==> src/rtl/clock12_pkg.sv <==
// ---------------------------------------------------------------------------
// clock12_pkg
// Shared constants and types for the 12-hour timekeeping core.
//   - Field widths for hours / minutes / seconds
//   - Legal range limits for each field
//   - Time value that the core takes after reset
//   - time_t bundles the full time so it moves around as one value
//   - time_is_legal() range-checks a candidate time before it is loaded
// ---------------------------------------------------------------------------
package clock12_pkg;

   localparam int HOUR_W = 5;
   localparam int MIN_W  = 6;
   localparam int SEC_W  = 6;

   localparam logic [HOUR_W-1:0] HOUR_MIN = 5'd1;
   localparam logic [HOUR_W-1:0] HOUR_MAX = 5'd12;
   localparam logic [MIN_W-1:0]  MIN_MAX  = 6'd59;
   localparam logic [SEC_W-1:0]  SEC_MAX  = 6'd59;

   localparam logic [HOUR_W-1:0] RST_HOUR = 5'd12;
   localparam logic [MIN_W-1:0]  RST_MIN  = 6'd0;
   localparam logic [SEC_W-1:0]  RST_SEC  = 6'd0;
   localparam logic              RST_AP   = 1'b0;

   typedef struct packed {
      logic [HOUR_W-1:0] hours;
      logic [MIN_W-1:0]  mins;
      logic [SEC_W-1:0]  secs;
      logic              a_p;
   } time_t;

   // A time is legal when every field is inside its range. AM/PM is a
   // single bit, so both of its values are meaningful and it is never checked.
   function automatic logic time_is_legal(input time_t t);
      return (t.hours >= HOUR_MIN) && (t.hours <= HOUR_MAX) &&
             (t.mins <= MIN_MAX) && (t.secs <= SEC_MAX);
   endfunction

endpackage

==> src/rtl/tick_prescaler.sv <==
// ---------------------------------------------------------------------------
// tick_prescaler
// Divides the system clock down to a once-per-TICK_DIV-cycles tick.
// Ports:
//   clk    - system clock, rising edge
//   rst    - asynchronous active-high reset, clears the count
//   run_i  - 1 = count, 0 = hold the count and suppress the tick
//   clr_i  - synchronous clear back to 0 (used when a new time is loaded)
//   tick_o - high for the single cycle in which count == TICK_DIV-1
// ---------------------------------------------------------------------------
module tick_prescaler #(
   parameter int TICK_DIV = 100000000,
   parameter int CNT_W    = 27
) (
   input  logic clk,
   input  logic rst,
   input  logic run_i,
   input  logic clr_i,
   output logic tick_o
);

   localparam logic [CNT_W-1:0] CNT_LAST = CNT_W'(TICK_DIV - 1);

   logic [CNT_W-1:0] count;

   // The tick comes straight from the count register, so it is clean and lines
   // up with the cycle in which the count sits at its last value. When stopped,
   // the count sits still and the tick is masked.
   assign tick_o = run_i && (count == CNT_LAST);

   // A clear takes priority over counting, so the first tick after a load comes
   // a full TICK_DIV cycles later. Otherwise the count wraps from its last value
   // back to 0 as the tick fires.
   always_ff @(posedge clk or posedge rst) begin
      if (rst) begin
         count <= '0;
      end else if (clr_i) begin
         count <= '0;
      end else if (run_i) begin
         if (count == CNT_LAST) begin
            count <= '0;
         end else begin
            count <= count + CNT_W'(1);
         end
      end
   end

endmodule

==> src/rtl/clock_core12.sv <==
// ---------------------------------------------------------------------------
// clock_core12
// 12-hour timekeeping core. It holds the authoritative running time, advances
// it once per second, and accepts new times from the set-time path.
// Ports:
//   clk, rst            - system clock / asynchronous active-high reset
//   run_i               - 1 = time advances, 0 = time frozen
//   load_i              - one-cycle strobe that loads hours_i/mins_i/secs_i/A_P_i
//   hours_i .. A_P_i    - time to load (hours 1..12, mins/secs 0..59)
//   hours_o .. A_P_o    - current time (registered)
//   sec_pulse_o         - one-cycle pulse when the time changes because of a tick
//   load_ack_o          - one-cycle pulse: the load was accepted
//   load_err_o          - one-cycle pulse: the load was rejected as out of range
// ---------------------------------------------------------------------------
module clock_core12
   import clock12_pkg::*;
#(
   parameter int TICK_DIV = 100000000,
   parameter int CNT_W    = 27
) (
   input  logic              clk,
   input  logic              rst,
   input  logic              run_i,
   input  logic              load_i,
   input  logic [HOUR_W-1:0] hours_i,
   input  logic [MIN_W-1:0]  mins_i,
   input  logic [SEC_W-1:0]  secs_i,
   input  logic              A_P_i,
   output logic [HOUR_W-1:0] hours_o,
   output logic [MIN_W-1:0]  mins_o,
   output logic [SEC_W-1:0]  secs_o,
   output logic              A_P_o,
   output logic              sec_pulse_o,
   output logic              load_ack_o,
   output logic              load_err_o
);

   localparam time_t RST_TIME = '{hours: RST_HOUR, mins: RST_MIN,
                                  secs: RST_SEC, a_p: RST_AP};

   time_t cur_time;
   time_t adv_time;
   time_t load_time;
   logic  tick;
   logic  load_ok;
   logic  sec_pulse_q;
   logic  load_ack_q;
   logic  load_err_q;

   assign load_time = '{hours: hours_i, mins: mins_i, secs: secs_i, a_p: A_P_i};

   // A legal load also restarts the prescaler. A rejected load leaves the
   // prescaler alone so the one-second schedule is not disturbed.
   assign load_ok = load_i && time_is_legal(load_time);

   tick_prescaler #(
      .TICK_DIV (TICK_DIV),
      .CNT_W    (CNT_W)
   ) u_prescaler (
      .clk    (clk),
      .rst    (rst),
      .run_i  (run_i),
      .clr_i  (load_ok),
      .tick_o (tick)
   );

   // Carry chain: the value the time would take after one tick. Seconds roll
   // into minutes, and minutes into hours. Hours run 12,1,2..11,12. AM/PM flips
   // only on 11 -> 12, never on the 12 -> 1 wrap.
   always_comb begin
      adv_time = cur_time;
      if (cur_time.secs == SEC_MAX) begin
         adv_time.secs = '0;
         if (cur_time.mins == MIN_MAX) begin
            adv_time.mins = '0;
            if (cur_time.hours == HOUR_MAX) begin
               adv_time.hours = HOUR_MIN;
            end else begin
               adv_time.hours = cur_time.hours + HOUR_W'(1);
               if (cur_time.hours == (HOUR_MAX - HOUR_W'(1))) begin
                  adv_time.a_p = ~cur_time.a_p;
               end
            end
         end else begin
            adv_time.mins = cur_time.mins + MIN_W'(1);
         end
      end else begin
         adv_time.secs = cur_time.secs + SEC_W'(1);
      end
   end

   // Time register and status pulses. A legal load wins over a tick arriving in
   // the same cycle: that tick is thrown away and no second pulse is reported.
   // A rejected load does not block a tick in the same cycle.
   always_ff @(posedge clk or posedge rst) begin
      if (rst) begin
         cur_time    <= RST_TIME;
         sec_pulse_q <= 1'b0;
         load_ack_q  <= 1'b0;
         load_err_q  <= 1'b0;
      end else begin
         sec_pulse_q <= 1'b0;
         load_ack_q  <= load_ok;
         load_err_q  <= load_i && !load_ok;
         if (load_ok) begin
            cur_time <= load_time;
         end else if (tick) begin
            cur_time    <= adv_time;
            sec_pulse_q <= 1'b1;
         end
      end
   end

   assign hours_o     = cur_time.hours;
   assign mins_o      = cur_time.mins;
   assign secs_o      = cur_time.secs;
   assign A_P_o       = cur_time.a_p;
   assign sec_pulse_o = sec_pulse_q;
   assign load_ack_o  = load_ack_q;
   assign load_err_o  = load_err_q;

endmodule

==> config.mk <==
export PLATFORM = sky130hd
export DESIGN_NAME = clock_core12
export DESIGN_NICKNAME = d
export VERILOG_FILES = /design/src/rtl/clock12_pkg.sv /design/src/rtl/tick_prescaler.sv /design/src/rtl/clock_core12.sv
export SDC_FILE = /design/constraint.sdc
export NUM_CORES = 1
export LEC_CHECK = 0
export BUFFER_PORTS_ARGS = -buffer_cell sky130_fd_sc_hd__buf_4
export CORE_UTILIZATION = 36
export CTS_CLUSTER_DIAMETER = 80
export DETAILED_ROUTE_END_ITERATION = 16
export HOLD_SLACK_MARGIN = 0.12
export PLACE_DENSITY = 0.65
export SKIP_CTS_REPAIR_TIMING = 1
export SLEW_MARGIN = 20
export SYNTH_ARGS = -nofsm -noshare
export SYNTH_HDL_FRONTEND = slang
export SYNTH_SLANG_ARGS = --single-unit
==> constraint.sdc <==
create_clock -name clk -period 5.05 [get_ports clk]
set_input_delay 0.2525 -clock clk [delete_from_list [all_inputs] [get_ports clk]]
set_output_delay 0.2525 -clock clk [all_outputs]
set_load 0.1 [all_outputs]
==> impl_metrics.yaml, run 1 <==
synthesis:
  synth_async_sr_flop_share_pct: 100
  ys_types: 39
  synth-edff-count: 0
  syn_inst: 329
  postSynthAreaPerCell_um2: 8.48
  seq_area_frac_synth_pct: 43.2
  syn_area_mm2: 0.00279
  ys_warn_count: 0
  synthFlopType: "dfrtp_1"
  synth-seq-cells: 48
  synth_fp_nets: 356
setup_path:
  critPathKind: "reg2reg"
  cpPeakStageDelay_ns: 0.67
  crit_chain: "ha_1 > nand4_1 > or4_1 > or2_1 > nand2_1 > nor2_1"
  r2r.worst_path.cells: 6
  slowest_stage: "nand2_1"
  r2r-start: "u_prescaler.count[1]$_DFFE_PP0P_"
  r2r_setup_slack_ns: 2.30
  worstPathRequired_ns: 5.21
  critPathLaunchType: "flop"
  cp_max_fo: 26
  reg2reg_to: "u_prescaler.count[3]$_DFFE_PP0P_"
  critPathCaptureType: "flop"
  crit_arrival_ns: 2.92
route:
  drc: 0
  drt-pass1-iter-count: 4
  dr_total_vias: 2746
  ant_nets: 0
  wl_per_cell_um: 15.9
  drtIter0Drc: 206
  drt_wl_total_um: 7360
  via_per_inst: 5.92
finish:
  fin_cells: 464
  final_cell_mix: "46 x dfrtp_1, 45 x buf_4, 37 x nor2_1"
  diodes: 0
  final_common_cell: "dfrtp_1"
  drive_above_1_share_pct: 16.2
  fin_util_pct: 44.6
  finalNetCount: 391
  synthToLayoutAreaGrowth_pct: 17.9
timing:
  post-route-period-util_pct: 54.6
  slew-limit-headroom_pct: 37.9
  fmax_mhz: 363
  setup_viol_count_final: 0
  worstMarginPinSlew_ns: 0.928
  rsz0062_at_grt: "no"
  period_needed_ns: 2.75
  clock_skew_ns: 0.0151
  hold_viol_final: 0
  setup_tns_ns: 0
  maxSlewViolCount: 0
placed_design:
  numPortBuffers: 42
  post-dp-hpwl_um: 4970
  gp_congestion: 0.819
  placed_cells: 456
floorplanning:
  dieArea_mm2: 0.00810
  core_mm2: 0.00737
  rows: 31
  die_y_um: 90.0
  initial_core_util_pct: 37.8
  dieWidth_um: 90.0
  pin_count: 43
run_status:
  status: "complete, no violations"
flow_run:
  drv_cap: 0
clock_network:
  cts_tree: "built"
  cts_max_level: 2
  root_buffer: "clkbuf_8"
  clockBufferDepth: 2
  insertion_delay_ns: 0.31
  clkTransAtPathRegs_ns: 0.10
  clkSinkCount: 48
  numCtsBuffers: 5
global_routing:
  grt_antenna_before_repair: 0
  grt-ovfl-total: 0
  grt_pass1_wl_um: 12500
  grt_usage_pct: 18.9
  grt_max_degree: 49
  grt_pass1_vias: 2613
power:
  powerDensity_mw_per_mm2: 349
  p_leak_nw: 1.30
  ir_drop_uv: 106
worst_hold_path:
  hold_path.class: "in2async"
==> stage by stage <==
stage | hold slack, ns | power (mW) | cell area (um2) | setup WS, ns
after floorplan | 0.356 | 0.793 | 2790 | 2.28
after global placement | 0.480 | 0.890 | 3190 | 2.37
after detailed placement | 0.480 | 0.896 | 3190 | 2.28
after CTS | 0.142 | 1.15 | 3290 | 2.27
after global routing | 0.146 | 1.20 | 3290 | 2.06
final | 0.0813 | 1.15 | 3290 | 2.30
==> area by class of cell <==
type                            count  area (um2)
Inverter                            7        27.5
Multi-Input combinational cell    257        1490
Clock buffer                        8         100
Sequential cell                    48        1200
Timing Repair Buffer               45         338
Fill cell                         759        4080
Tap cell                           99         124
==> worst max-delay path: cells and delay by family, from the launching register on <==
kind,cells,cell delay [ns]
flip-flops,1,0.41
adder cells (fa/ha/maj),1,0.24
AND/OR/NAND/NOR,5,1.95
==> power by group <==
group / internal [mW] / switching [mW]
logic: 0.100 / 0.309
registers: 0.427 / 0.0552
clock network: 0.125 / 0.132
==> worst max-delay path by stage <==
stage	startpoint	to	cells after the start
floorplan	secs_o[0]$_DFFE_PP0P_	A_P_o$_DFFE_PP0P_	6
global placement	u_prescaler.count[0]$_DFFE_PP0P_	u_prescaler.count[5]$_DFFE_PP0P_	6
detailed placement	u_prescaler.count[0]$_DFFE_PP0P_	u_prescaler.count[3]$_DFFE_PP0P_	6
CTS	u_prescaler.count[0]$_DFFE_PP0P_	u_prescaler.count[3]$_DFFE_PP0P_	6
global route	u_prescaler.count[1]$_DFFE_PP0P_	u_prescaler.count[13]$_DFFE_PP0P_	6
finish	u_prescaler.count[1]$_DFFE_PP0P_	u_prescaler.count[3]$_DFFE_PP0P_	6
==> synth_stat cells, types with 5 or more instances <==
library cell / instances / area (um2)
dfrtp_1: 46 / 1150
clkbuf_1: 9 / 33.8
nor2_1: 37 / 139
nand3_1: 22 / 110
nand4_1: 10 / 62.6
inv_1: 6 / 22.5
xor2_1: 5 / 43.8
a31oi_1: 16 / 100
o31ai_1: 17 / 128
or4_1: 18 / 135
and3_1: 5 / 31.3
nand2_1: 29 / 109
ha_1: 5 / 62.6
or3_1: 11 / 68.8
o21ai_0: 19 / 95.1
a21oi_1: 29 / 145
==> kinds of logic after synthesis <==
| logic type | count (synthesis) | share of synthesized area [%] |
|---|---|---|
| compound gates | 87 | 18.7 |
| buf+inv | 24 | 3.41 |
| xor+xnor | 6 | 1.88 |
| flops | 48 | 43.2 |
| fa+ha+maj | 5 | 2.24 |
| simple gates | 158 | 30.3 |
| mux | 1 | 0.359 |
==> metal layers <==
metal	track usage [%]	vias up	share of wire, %
met5	0	-	0
met4	6.45	0	1.0
met3	3.05	5	4.3
met2	31.8	69	49
met1	24.5	1369	46
li1	-	1303	-
==> registers in the layout, indices dropped and copies added (netlist names) <==
name and count:
sec_pulse_o 1, hours_o 5, load_err_o 1, A_P_o 1, load_ack_o 1, mins_o 6, secs_o 6, u_prescaler.count 27
Power figures use the tool's default switching activity.
==> run 2: changes to the inputs <==
--- a/config.mk
+++ b/config.mk
@@ -5,12 +5,13 @@
 export SDC_FILE = /design/constraint.sdc
 export NUM_CORES = 1
 export LEC_CHECK = 0
+export ABC_AREA = 1
 export BUFFER_PORTS_ARGS = -buffer_cell sky130_fd_sc_hd__buf_4
 export CORE_UTILIZATION = 36
 export CTS_CLUSTER_DIAMETER = 80
 export DETAILED_ROUTE_END_ITERATION = 16
 export HOLD_SLACK_MARGIN = 0.12
-export PLACE_DENSITY = 0.65
+export PLACE_DENSITY = 0.66
 export SKIP_CTS_REPAIR_TIMING = 1
 export SLEW_MARGIN = 20
 export SYNTH_ARGS = -nofsm -noshare
==> constraint.sdc (replaced) <==
create_clock -name clk -period 2.5 [get_ports clk]
set_input_delay 0.125 -clock clk [delete_from_list [all_inputs] [get_ports clk]]
set_output_delay 0.125 -clock clk [all_outputs]
set_load 0.1 [all_outputs]
==> run 2 against run 1 <==
First-iteration DRC count up 18%. Clock skew down 0.0047 ns. Area after synthesis up 25%. Wire length up 21%. Critical path depth up 6. Critical path type is now in2reg. Largest cell class unchanged. Highest routed layer unchanged.
==> impl_metrics.yaml, run 2 <==
clock_network:
  cts_max_level: 2
  clkSinkCount: 48
  clockBufferDepth: 2
  numCtsBuffers: 5
  cts_tree: "built"
  root_buffer: "clkbuf_8"
  insertion_delay_ns: 0.31
  clkTransAtPathRegs_ns: 0.10
setup_path:
  worstPathRequired_ns: 2.71
  crit_arrival_ns: 2.23
  r2r_setup_slack_ns: 0.60
  critPathLaunchType: "input pin"
  r2r.worst_path.cells: 10
  critPathKind: "in2reg"
  critPathCaptureType: "flop"
  cp_max_fo: 29
synthesis:
  seq_area_frac_synth_pct: 34.6
  synth-edff-count: 0
  synth_async_sr_flop_share_pct: 100
  synthFlopType: "dfrtp_1"
  synth_top_area_cell: "dfrtp_1"
  syn_inst: 520
  synth-seq-cells: 48
  ys_top_cells_by_area: "dfrtp_1 33%, nand2_1 20%, nand3_1 7.6%"
  ys_top_cells_by_count: "189 x nand2_1, 64 x nor2_1, 53 x nand3_1, 48 x inv_1, 46 x dfrtp_1"
  synth_fp_nets: 547
  post-synth-top-count-cell: "nand2_1"
  postSynthAreaPerCell_um2: 6.69
  netlist.area_leader.share_pct: 33.1
  ys_warn_count: 0
  syn_area_mm2: 0.00348
  ys_types: 35
global_routing:
  grt_usage_pct: 18.9
  grt_pass1_wl_um: 15300
  grt_max_degree: 30
  grt_antenna_before_repair: 0
  grt-ovfl-total: 0
  grt_pass1_vias: 3249
power:
  p_clk_share_pct: 20.5
  ir_drop_uv: 651
  p_leak_nw: 2.02
  seq_power_share_pct: 36.7
  p_sw_mw: 1.32
  pwr-share-comb_pct: 42.8
  swShare_pct: 47.2
  powerDensity_mw_per_mm2: 692
  p_int_mw: 1.48
placed_design:
  post-dp-hpwl_um: 6590
  gp_congestion: 0.913
  numPortBuffers: 42
finish:
  largest_reg_flops: 27
  synthToLayoutAreaGrowth_pct: 16.0
  fillerInstances: 999
  final_common_cell: "nand2_1"
  largest_register: "u_prescaler.count"
  diodes: 0
  final_cell_mix: "189 x nand2_1, 64 x nor2_1, 53 x nand3_1"
  drive_above_1_share_pct: 14.4
  fin_util_pct: 43.5
  finalNetCount: 589
floorplanning:
  dieArea_mm2: 0.0101
  initial_core_util_pct: 37.5
  core_mm2: 0.00928
  pin_count: 43
  rows: 35
  dieWidth_um: 100
  die_y_um: 100
run_status:
  status: "complete, no violations"
timing:
  setup_tns_ns: 0
  setup_viol_count_final: 0
  slew-limit-headroom_pct: 67.8
  period_needed_ns: 2.02
  hold_viol_final: 0
  rsz0062_at_grt: "no"
  fmax_mhz: 496
  maxSlewViolCount: 0
  whs_ns: 0.112
  clock_skew_ns: 0.0104
  post-route-period-util_pct: 80.6
  worstMarginPinSlew_ns: 0.482
worst_hold_path:
  hold_path.class: "in2reg"
  whs_path_depth: 5
route:
  drt-pass1-iter-count: 5
  via_per_inst: 4.97
  wl_per_cell_um: 12.9
  drtIter0Drc: 244
  drt_wl_total_um: 8940
  dr_total_vias: 3442
  drc: 0
  ant_nets: 0
flow_run:
  drv_cap: 0
-- run 2: worst paths after layout --
kind,from,end
hold / removal,secs_i[0],secs_o[0]$_DFFE_PP0P_
max in group asynchronous,rst,hours_o[2]$_DFFE_PP1P_
hold reg to reg,hours_o[3]$_DFFE_PP1P_,hours_o[3]$_DFFE_PP1P_
setup / recovery,secs_i[4],hours_o[1]$_DFFE_PP0P_
setup reg to reg,u_prescaler.count[0]$_DFFE_PP0P_,u_prescaler.count[0]$_DFFE_PP0P_
min in group asynchronous,rst,u_prescaler.count[13]$_DFFE_PP0P_
-- run 2: area by class of cell --
class	instances	area [um2]	share of cell area (%)
timing repair buffer	49	380	9.42
multi-input combinational	405	1980	49.1
tap	129	161	4.00
sequential	48	1200	29.8
inverter	53	201	4.99
clock inverter	2	35.0	0.867
clock buffer	6	72.6	1.80
-- run 2: routing by layer --
layer	GRT usage [%]	share of wire [%]	vias up
li1	-	-	1734
met1	26.1	46	1613
met2	31.3	48	86
met3	2.30	4.3	9
met5	0	0	-
met4	5.24	1.3	0
-- run 2: logic make-up after synthesis --
logic type | after synthesis | share of synthesized area (%)
DFF | 48 | 34.6
AOI/OAI and AO/OA | 29 | 4.42
buffers and inverters | 67 | 8.41
adders and majority gates | 5 | 1.80
and+or+nand+nor | 355 | 46.8
xor gates and xnor gates | 16 | 4.03
-- run 2: power groups by stage --
| stage | combinational, mW | clock, mW | sequential [mW] |
|---|---|---|---|
| finish | 1.20 | 0.572 | 1.03 |
| CTS | 1.20 | 0.591 | 1.02 |
| global placement | 1.18 | 0 | 1.03 |
| detailed placement | 1.20 | 0 | 1.04 |
| floorplan | 0.372 | 0 | 1.60 |
| global route | 1.28 | 0.622 | 1.05 |
-- run 2: metrics by stage --
stage / setup WS, ns / instance area, um2 / power, mW / cells
2_1_floorplan: 0.227 / 3480 / 1.97 / 520
3_3_place_gp: 0.708 / 3880 / 2.21 / 679
3_5_place_dp: 0.621 / 3880 / 2.23 / 679
4_1_cts: 0.605 / 3990 / 2.81 / 687
5_1_grt: 0.336 / 4040 / 2.94 / 692
6_report: 0.484 / 4040 / 2.79 / 692
-- run 2: critical path, stage by stage --
cell and delay, ns:
dlygate4sd3_1 0.53, buf_4 0.11, nand4_1 0.15, nand2_1 0.12
inv_2 0.09, nand3_4 0.21, buf_4 0.39, nand2_8 0.16
nand2_4 0.15, inv_2 0.07, nand2_1 0.06, nand2_1 0.05
==> run 3: changes to the inputs <==
--- a/config.mk
+++ b/config.mk
@@ -11,7 +11,7 @@
 export CTS_CLUSTER_DIAMETER = 80
 export DETAILED_ROUTE_END_ITERATION = 16
 export HOLD_SLACK_MARGIN = 0.12
-export PLACE_DENSITY = 0.66
+export PLACE_DENSITY = 0.64
 export SKIP_CTS_REPAIR_TIMING = 1
 export SLEW_MARGIN = 20
 export SYNTH_ARGS = -nofsm -noshare
==> constraint.sdc (replaced) <==
create_clock -name clk -period 2.1 [get_ports clk]
set_input_delay 0.105 -clock clk [delete_from_list [all_inputs] [get_ports clk]]
set_output_delay 0.105 -clock clk [all_outputs]
set_load 0.1 [all_outputs]
==> run 3 against run 2 <==
Sequential power up 18%. Wire length up 1.8%. Clock power up 4.5%. Count of clock-buffer cells in the layout unchanged. Combinational power up 19%. Via count up 0.29%. Critical path type unchanged.
==> impl_metrics.yaml, run 3 (synthesis gave the netlist of run 2 again) <==
floorplanning:
  die_y_um: 100
  dieArea_mm2: 0.0101
  initial_core_util_pct: 37.5
  pin_count: 43
  dieWidth_um: 100
  rows: 35
  core_mm2: 0.00928
setup_path:
  reg2reg_to: "u_prescaler.count[0]$_DFFE_PP0P_"
  worstPathRequired_ns: 2.30
  crit_arrival_ns: 2.10
  r2r_setup_slack_ns: 0.21
  cp_max_fo: 19
  r2r-start: "u_prescaler.count[0]$_DFFE_PP0P_"
  r2r.worst_path.cells: 10
  critPathLaunchType: "input pin"
  critPathCaptureType: "flop"
  critPathKind: "in2reg"
route:
  wl_met2_um: 4300
  ant_nets: 0
  via_per_inst: 4.95
  top_layer_used: "met4"
  met3_length_um: 353
  wl_per_cell_um: 13.0
  drt_wl_total_um: 9090
  wl_met1_um: 4330
  drc: 0
  drtIter0Drc: 184
  drt-pass1-iter-count: 5
  dr_total_vias: 3452
global_routing:
  grt-ovfl-total: 0
  grt_pass1_wl_um: 15000
  grt_max_degree: 21
  grt_antenna_before_repair: 0
  grt_usage_pct: 18.7
  grt_pass1_vias: 3144
timing:
  setup_viol_count_final: 0
  worstMarginPinSlew_ns: 0.417
  setup_tns_ns: 0
  slew-limit-headroom_pct: 72.2
  rsz0062_at_grt: "no"
  post-route-period-util_pct: 90.4
  clock_skew_ns: 0.0200
  period_needed_ns: 1.90
  whs_ns: 0.0830
  maxSlewViolCount: 0
  fmax_mhz: 527
  hold_viol_final: 0
finish:
  diodes: 0
  final_common_cell: "nand2_1"
  finalNetCount: 595
  largest_reg_flops: 27
  largest_register: "u_prescaler.count"
  drive_above_1_share_pct: 16.0
  synthToLayoutAreaGrowth_pct: 17.3
  final_cell_mix: "189 x nand2_1, 64 x nor2_1, 53 x nand3_1"
clock_network:
  root_buffer: "clkbuf_8"
  cts_max_level: 2
  clkSinkCount: 48
  insertion_delay_ns: 0.32
  cts_tree: "built"
  clockBufferDepth: 2
  clkTransAtPathRegs_ns: 0.10
  numCtsBuffers: 5
placed_design:
  post-dp-hpwl_um: 6890
  gp_congestion: 0.883
  numPortBuffers: 42
worst_hold_path:
  whs_path_depth: 5
  whs_endpoint: "secs_o[5]$_DFFE_PP0P_"
  hold_path.class: "in2reg"
  hp-start: "secs_i[5]"
power:
  p_leak_nw: 2.03
  powerDensity_mw_per_mm2: 798
  ir_drop_uv: 684
run_status:
  status: "complete, no violations"
flow_run:
  drv_cap: 0
run 3: changes by cell type in the layout (fill, tap and decap cells not counted):
| cell | before | now |
|---|---|---|
| buf_4 | 44 | 49 |
| dfrtp_1 | 46 | 42 |
| dfrtp_2 | 0 | 4 |
| clkinvlp_4 | 0 | 2 |
| bufinv_16 | 1 | 0 |
| clkbuf_1 | 1 | 0 |
| clkbuf_8 | 5 | 6 |
| clkinv_2 | 1 | 0 |
| dlygate4sd3_1 | 5 | 6 |
run 3: worst max-delay path: stages:
cell and delay, ns:
dlygate4sd3_1 0.53, buf_4 0.14, nand4_1 0.13, nand2_1 0.08, inv_2 0.14, nand3_4 0.28
inv_1 0.43, nor2_1 0.12, nand2_1 0.08, nand3_1 0.06
run 3: stage by stage:
stage / util [%] / worst slack (ns) / cell area [um2] / power [mW] / std cells
2_1_floorplan: - / 0.0298 / 3490 / 2.35 / 520
3_3_place_gp: 42.3 / 0.287 / 3920 / 2.65 / 684
3_5_place_dp: 42.3 / 0.244 / 3920 / 2.66 / 684
4_1_cts: 43.3 / 0.223 / 4020 / 3.26 / 692
5_1_grt: 44.0 / 0.0540 / 4080 / 3.41 / 698
6_report: 44.0 / 0.202 / 4080 / 3.26 / 698
run 3: power breakdown:
| part | internal, mW | total, mW | switching (mW) |
|---|---|---|---|
| Combinational | 0.362 | 1.43 | 1.07 |
| Sequential | 1.05 | 1.22 | 0.174 |
| Clock | 0.267 | 0.598 | 0.331 |
| Total | 1.68 | 3.26 | 1.57 |
run 3: worst max-delay path by stage:
stage | end | cells past startpoint | slack [ns] | startpoint
finish | secs_o[1]$_DFFE_PP0P_ | 10 | 0.20 | secs_i[4]
global route | u_prescaler.count[5]$_DFFE_PP0P_ | 10 | 0.05 | u_prescaler.count[0]$_DFFE_PP0P_
CTS | u_prescaler.count[5]$_DFFE_PP0P_ | 10 | 0.22 | u_prescaler.count[0]$_DFFE_PP0P_
detailed placement | u_prescaler.count[14]$_DFFE_PP0P_ | 10 | 0.24 | u_prescaler.count[0]$_DFFE_PP0P_
global placement | u_prescaler.count[0]$_DFFE_PP0P_ | 10 | 0.29 | u_prescaler.count[0]$_DFFE_PP0P_
floorplan | A_P_o$_DFFE_PP0P_ | 6 | 0.03 | secs_o[4]$_DFFE_PP0P_
run 3: area by class of cell:
class,count,area [um2]
clock buffers,6,82.6
clock inverters,2,15.0
fillers,1010,5200
inverters,53,201
multi-input cells,405,1980
flip-flops and latches,48,1210
well taps,129,161
repair buffers,55,428
run 3: metal layers:
| metal | global-route usage [%] | vias to the layer above |
|---|---|---|
| met4 | 5.80 | 0 |
| met3 | 2.30 | 11 |
| li1 | - | 1749 |
| met2 | 30.5 | 86 |
| met1 | 25.8 | 1606 |
| met5 | 0 | - |
